<file path="config.mk">
export PLATFORM = sky130hd
export DESIGN_NAME = updown_counter_param
export DESIGN_NICKNAME = d
export VERILOG_FILES = /design/src/rtl/cnt_pkg.sv /design/src/rtl/updown_counter_param_next_calc.sv /design/src/rtl/updown_counter_param.sv
export SDC_FILE = /design/constraint.sdc
export NUM_CORES = 1
export LEC_CHECK = 0
export CAP_MARGIN = 20
export CORE_AREA = 2 2 48 50
export CTS_CLUSTER_SIZE = 10
export DETAILED_ROUTE_END_ITERATION = 16
export DIE_AREA = 0 0 50 52
export GPL_TIMING_DRIVEN = 0
export PLACE_DENSITY = 0.76
export SLEW_MARGIN = 20
export SYNTH_ARGS = -nofsm -noshare
export SYNTH_HDL_FRONTEND = slang
export SYNTH_HIERARCHICAL = 1
export SYNTH_SLANG_ARGS = --single-unit
</file>
<file path="constraint.sdc">
create_clock -name clk -period 3.08 [get_ports clk]
set_input_delay 0.616 -clock clk [delete_from_list [all_inputs] [get_ports clk]]
set_output_delay 0.616 -clock clk [all_outputs]
set_load 0.02 [all_outputs]
</file>
<file path="src/rtl/cnt_pkg.sv">
// Shared types and defaults for the parametrised up/down counter.
//   mode_e   : boundary behaviour selector (WRAP / SAT / ONESHOT / reserved)
//   state_e  : ONESHOT run-control states
//   CNT_WIDTH: default counter width used by the design and its bench
package cnt_pkg;

  localparam int CNT_WIDTH = 4;

  typedef enum logic [1:0] {
    MODE_WRAP    = 2'd0,
    MODE_SAT     = 2'd1,
    MODE_ONESHOT = 2'd2,
    MODE_RSVD    = 2'd3
  } mode_e;

  typedef enum logic [1:0] {
    S_IDLE = 2'd0,
    S_RUN  = 2'd1,
    S_DONE = 2'd2
  } state_e;

endpackage

</file>
<file path="src/rtl/updown_counter_param_next_calc.sv">
// cnt_next_calc: combinational next-count and boundary-event logic for one
// enabled step of the counter.
//   count_i   : current count
//   max_val_i : terminal value (range is 0..max_val_i)
//   up_dn_i   : 1 = up, 0 = down
//   mode_i    : boundary behaviour
//   nxt_o     : count after an enabled step
//   ovf_evt_o : up-count boundary event on this step
//   unf_evt_o : down-count boundary event on this step
module cnt_next_calc
  import cnt_pkg::*;
#(
  parameter int DATA_W = CNT_WIDTH
) (
  input  logic [DATA_W-1:0] count_i,
  input  logic [DATA_W-1:0] max_val_i,
  input  logic              up_dn_i,
  input  mode_e             mode_i,
  output logic [DATA_W-1:0] nxt_o,
  output logic              ovf_evt_o,
  output logic              unf_evt_o
);

  localparam logic [DATA_W-1:0] ONE = DATA_W'(1);

  logic wrap_like;
  assign wrap_like = (mode_i == MODE_WRAP) || (mode_i == MODE_RSVD);

  always_comb begin
    nxt_o     = count_i;
    ovf_evt_o = 1'b0;
    unf_evt_o = 1'b0;
    if (up_dn_i) begin
      if (count_i < max_val_i) begin
        nxt_o = count_i + ONE;
      end else begin
        // Also reached when max_val was lowered below the current count.
        ovf_evt_o = 1'b1;
        nxt_o     = wrap_like ? '0 : max_val_i;
      end
    end else begin
      if (count_i > max_val_i) begin
        // Out of range after max_val shrank: pull back in, not an event.
        nxt_o = max_val_i;
      end else if (count_i != '0) begin
        nxt_o = count_i - ONE;
      end else begin
        unf_evt_o = 1'b1;
        nxt_o     = wrap_like ? max_val_i : '0;
      end
    end
  end

endmodule

</file>
<file path="src/rtl/updown_counter_param.sv">
// updown_counter_param: loadable up/down counter with programmable terminal
// value, WRAP / SAT / ONESHOT boundary modes, terminal-count pulse and sticky
// overflow/underflow flags. All outputs are registered.
//   clk       : clock, rising edge
//   rst       : asynchronous reset, active low
//   en        : count enable
//   load      : load d_in (clamped to max_val), priority over en
//   d_in      : load value
//   up_dn     : 1 = up, 0 = down
//   mode      : 0 WRAP, 1 SAT, 2 ONESHOT, 3 reserved (as WRAP)
//   max_val   : terminal value
//   clr_flags : clear ovf/unf (a same-cycle event wins)
//   count     : current count
//   tc        : one-cycle pulse per boundary event
//   ovf / unf : sticky boundary flags
//   busy/done : ONESHOT FSM in RUN / DONE
module updown_counter_param
  import cnt_pkg::*;
#(
  parameter int WIDTH   = CNT_WIDTH,
  parameter int RST_VAL = 0
) (
  input  logic             clk,
  input  logic             rst,
  input  logic             en,
  input  logic             load,
  input  logic [WIDTH-1:0] d_in,
  input  logic             up_dn,
  input  logic [1:0]       mode,
  input  logic [WIDTH-1:0] max_val,
  input  logic             clr_flags,
  output logic [WIDTH-1:0] count,
  output logic             tc,
  output logic             ovf,
  output logic             unf,
  output logic             busy,
  output logic             done
);

  localparam logic [WIDTH-1:0] RST_C = RST_VAL[WIDTH-1:0];

  function automatic logic [WIDTH-1:0] clamp_to_max(input logic [WIDTH-1:0] v,
                                                   input logic [WIDTH-1:0] m);
    return (v > m) ? m : v;
  endfunction

  mode_e            md;
  state_e           state_q, state_d;
  logic [WIDTH-1:0] count_q, count_d;
  logic             tc_q, tc_d;
  logic             ovf_q, ovf_d;
  logic             unf_q, unf_d;
  logic [WIDTH-1:0] step_nxt;
  logic             ovf_evt, unf_evt;
  logic             step_en;
  logic             oneshot;

  assign md      = mode_e'(mode);
  assign oneshot = (md == MODE_ONESHOT);
  // In ONESHOT only RUN may count; IDLE and DONE ignore en.
  assign step_en = en && !load && (!oneshot || (state_q == S_RUN));

  cnt_next_calc #(
    .DATA_W (WIDTH)
  ) u_next_calc (
    .count_i   (count_q),
    .max_val_i (max_val),
    .up_dn_i   (up_dn),
    .mode_i    (md),
    .nxt_o     (step_nxt),
    .ovf_evt_o (ovf_evt),
    .unf_evt_o (unf_evt)
  );

  // FSM state register
  always_ff @(posedge clk or negedge rst) begin
    if (!rst) state_q <= S_IDLE;
    else      state_q <= state_d;
  end

  // FSM next state
  always_comb begin
    state_d = state_q;
    if (!oneshot) begin
      state_d = S_IDLE;
    end else if (load) begin
      state_d = S_RUN;
    end else if ((state_q == S_RUN) && step_en && (ovf_evt || unf_evt)) begin
      state_d = S_DONE;
    end
  end

  // FSM outputs, decoded straight from the state register
  always_comb begin
    busy = (state_q == S_RUN);
    done = (state_q == S_DONE);
  end

  // Datapath next state
  always_comb begin
    count_d = count_q;
    tc_d    = 1'b0;
    ovf_d   = clr_flags ? 1'b0 : ovf_q;
    unf_d   = clr_flags ? 1'b0 : unf_q;
    if (load) begin
      count_d = clamp_to_max(d_in, max_val);
    end else if (step_en) begin
      count_d = step_nxt;
      tc_d    = ovf_evt || unf_evt;
      if (ovf_evt) ovf_d = 1'b1;
      if (unf_evt) unf_d = 1'b1;
    end
  end

  always_ff @(posedge clk or negedge rst) begin
    if (!rst) begin
      count_q <= RST_C;
      tc_q    <= 1'b0;
      ovf_q   <= 1'b0;
      unf_q   <= 1'b0;
    end else begin
      count_q <= count_d;
      tc_q    <= tc_d;
      ovf_q   <= ovf_d;
      unf_q   <= unf_d;
    end
  end

  assign count = count_q;
  assign tc    = tc_q;
  assign ovf   = ovf_q;
  assign unf   = unf_q;

endmodule

</file>
==> results <==
- The flow ran to the end, and the final reports show no timing, DRC or antenna violations.
- For the pin with the worst max-slew slack, the measured transition is 0.448 ns.
- CTS saw 9 sinks.
- The cts-stage hold buffer count is 0.
- After the last flow step, the layout net total stands at 172.
- The ratio of cells with drive above 1 in the final layout is 12.4%.
- Routability-driven placement finished with a final weighted congestion of 0.890.
- The arrival time at the worst endpoint is 3.04 ns.
- The die covers 0.00260 mm².
- Across every metal layer, demand over resource in global routing totals 20.4%.
- OpenSTA, run right after detailed placement, puts the worst setup slack at -0.0604 ns.
- The number of filler instances in the final layout is 196.
- The top fanout value on the critical path is 6.
- The net switching power figure is 205 µW.
- The number of primary I/O pins is 25.
- The number of flops mapped to enable cells by yosys is 0.
- The sequential fraction of design power is 30.1%.
- The floorplan step set the die width to 50 µm.
- The net count after synthesis is 143.
- The setup TNS is 0 ns.
- The internal power of the cells totals 315 µW.
- In the routed layout, each cell is associated on average with a via count of 5.69.
- The type of origin of the critical path is an input port.
- Walking the worst path, the cells encountered are clkdlybuf4s50_1, inv_1, ha_1, a21oi_2, o22ai_2, o21ba_1, o2bb2ai_1, a221o_1, o21ai_0, o211ai_1.
- The library cells used most frequently in the layout, excluding fill and tap cells, are 24 x clkdlybuf4s50_1, 13 x inv_1, 10 x o21ai_0, 10 x ha_1.
- The tool flagged a number of max-cap violations equal to 0.
- The switching share of total power is 39.5%.
- In the routed design, unresolved DRC markers number 0.
- The floorplan has 17 rows.
- At the end of the flow the core is filled with cells to 59.9%.
- The final count of pins violating max slew was 0.
- The start point of the worst min-delay path is ovf.
- In this run the worst setup path begins at max_val[3].
- The kind of end point of the critical path is a register.
- The launch instance of the worst register-to-register path is count[3].
- The initial antenna violation count was 0.
- The number of buffers added on ports is 24.
- Setup violations remaining at the end of the flow were counted as 0.
- In this run the power density over the cells is 412 mW/mm².
- Across the VDD grid, the largest voltage drop is 0.322 mV.
- For this run, the number of Yosys warnings is 6.
- The number of different library cells in the post-synthesis netlist is 36.
- The post-layout total power is 520 µW.
- The maximum level of the CTS H-tree is 1.
- The number of CTS-inserted buffers is 3.
- The leakage power figure is 0.000553 µW.
- The HPWL reported at the end of detailed placement is 1920 µm.
- The async set or reset register ratio after synthesis is 100%.
- In this run, synthesis produced a sequential element count of 9.
- The wire length of the first global-routing pass is 4070 µm.
- The total iterations of the first detailed-routing run is 4.
- Across all register-to-register paths, the minimum setup slack is 0.61 ns.
- The register cell area after layout is 225 µm².
- Leaving out fill and tap cells, the most frequent cell in the layout is clkdlybuf4s50_1.
- The path class of the tightest hold or removal check is reg2reg.
- By startpoint and endpoint, the worst setup path is classified as in2reg.
- The share of the cycle needed by the critical path after routing is 94.6%.
- The finished layout cell area is 0.00126 mm².
- The synthesized netlist occupies a cell area of 955 µm².
- The count of mapped cells out of synthesis is 117.
- CTS placed an instance of clkbuf_4 at the clock tree root.
- The area growth from synthesis to layout is 32.1%.
- The pin count of the biggest net entering global routing is 11.
- The aggregate global routing overflow is 0.
- The starting density of the core is 45.3%.
- The via count of the first global-routing pass is 994.
- The antenna diode count is 0.
- Sequential cells were found to cover 23.6% of the synthesized design area.
- A synthesized cell averages 8.16 µm².
- The multi-input gate area in the final layout is 681 µm².
- The total via count after detailed routing is 984.
- For the final database, setup skew stands at 0.00937 ns.
- The maximum operating frequency is 0.343 GHz.
- The most used flip-flop cell after synthesis is dfrtp_1.
- After layout, the minimum clock period comes to 2.91 ns.
- For this block, the routed nets add up to 2420 µm of wire.
- The share of total power in the clock network is 17.2%.
- The average routed wire per standard cell is 14.0 µm.
- The critical-path cell with the highest stage delay is clkdlybuf4s50_1.
- Combinational logic burns 52.7% of the power.
- The remaining number of nets flagged by the antenna check after routing is 0.
- The clock passes through at most 2 buffers.
- For the worst setup path, the data required time is 3.20 ns.
- On the worst path, the slowest cell contributes a delay of 0.56 ns.
- The number of hold-slack violations in the final timing report is 0.
- The slack of the critical path is 0.167 ns.
- TritonCTS built the clock tree.
- Summing all placed instances gives a cell area of 0.00123 mm².
- The clock slew seen by the registers of the worst setup and hold paths is 0.06 ns.
- The later pin in the worst-skew pair is clocked with a latency of 0.26 ns.
- In this run the vertical extent of the chip is 52 µm.
- The initial detailed-routing violation count is 46.
- The region available for standard cell placement spans 0.00211 mm².
- The remaining max-slew budget at the tightest pin is 70.2%.
kinds of logic after synthesis:
group	share of synthesized area, %
and+or+nand+nor	22.4
AOI/OAI and AO/OA	29.4
buffers and inverters	5.64
adders and majority gates	13.1
DFF	23.6
xor gates and xnor gates	3.54
muxes	2.36
power by group through the flow:
stage	logic (µW)	clock network [µW]	registers, µW
final	274	89.7	157
after CTS	271	91.8	156
after detailed placement	269	0	158
after global routing	299	99.2	158
after floorplan	170	0	165
after global placement	263	0	158
state kept, by name (all words and copies together) (netlist names):
name,count
count,4
state_q,2
unf,1
ovf,1
tc,1
worst max-delay path, delay by kind of cell:
kind | cells | cell delay (ns)
AO/OA/AOI/OAI | 7 | 1.44
adder cells (fa/ha/maj) | 1 | 0.34
buffers and inverters | 2 | 0.65
cell type report:
| class | count | share of cell area (%) |
|---|---|---|
| flip-flops and latches | 9 | 17.9 |
| plain buffers | 1 | 0.397 |
| repair buffers | 24 | 19.0 |
| inverters | 13 | 3.87 |
| clock buffers | 4 | 2.08 |
| well taps | 28 | 2.78 |
| multi-input cells | 94 | 54.0 |
Yosys cell counts (2+ instances only):
library cell	n	share of area, %
o21ai_2	3	2.8
mux2_2	2	2.4
a21oi_1	6	3.1
o21ai_0	10	5.2
a21o_1	2	1.6
nand2_1	8	3.1
o211ai_1	4	3.1
nor3_1	3	1.6
xnor2_1	2	1.8
nand3_1	9	4.7
o21a_1	3	2.4
dfrtp_1	9	24
nor2_1	8	3.1
nor2b_1	4	2.6
ha_1	10	13
inv_1	13	5.1
o2bb2ai_1	2	1.8
per-stage QoR:
| step | hold slack [ns] | cells |
|---|---|---|
| 5_1_grt | 0.581 | 173 |
| 2_1_floorplan | 0.320 | 117 |
| 3_5_place_dp | 0.513 | 169 |
| 6_report | 0.523 | 173 |
| 3_3_place_gp | 0.510 | 169 |
| 4_1_cts | 0.525 | 173 |
routing by layer:
metal	GRT usage, %	vias up	wire length, µm	part of all wire [%]
met1	22.1	458	1010	42
met4	9.26	0	12	0.50
li1	-	485	-	-
met3	5.17	2	160	6.6
met5	0	-	0	0
met2	37.1	39	1240	51
timing repair:
item,CTS,global route
gates resized for setup,0,1
buffers inserted,0,0
endpoints found under the setup margin,0,1
final timing paths:
kind,end,cells past startpoint
worst max-delay path,count[1],10
min in group asynchronous,ovf,1
worst min register to register,ovf,2
worst min-delay path,ovf,2
worst max register to register,count[1],8
max in group asynchronous,state_q[0],1
Note: power is estimated with default switching activity, not from simulation.
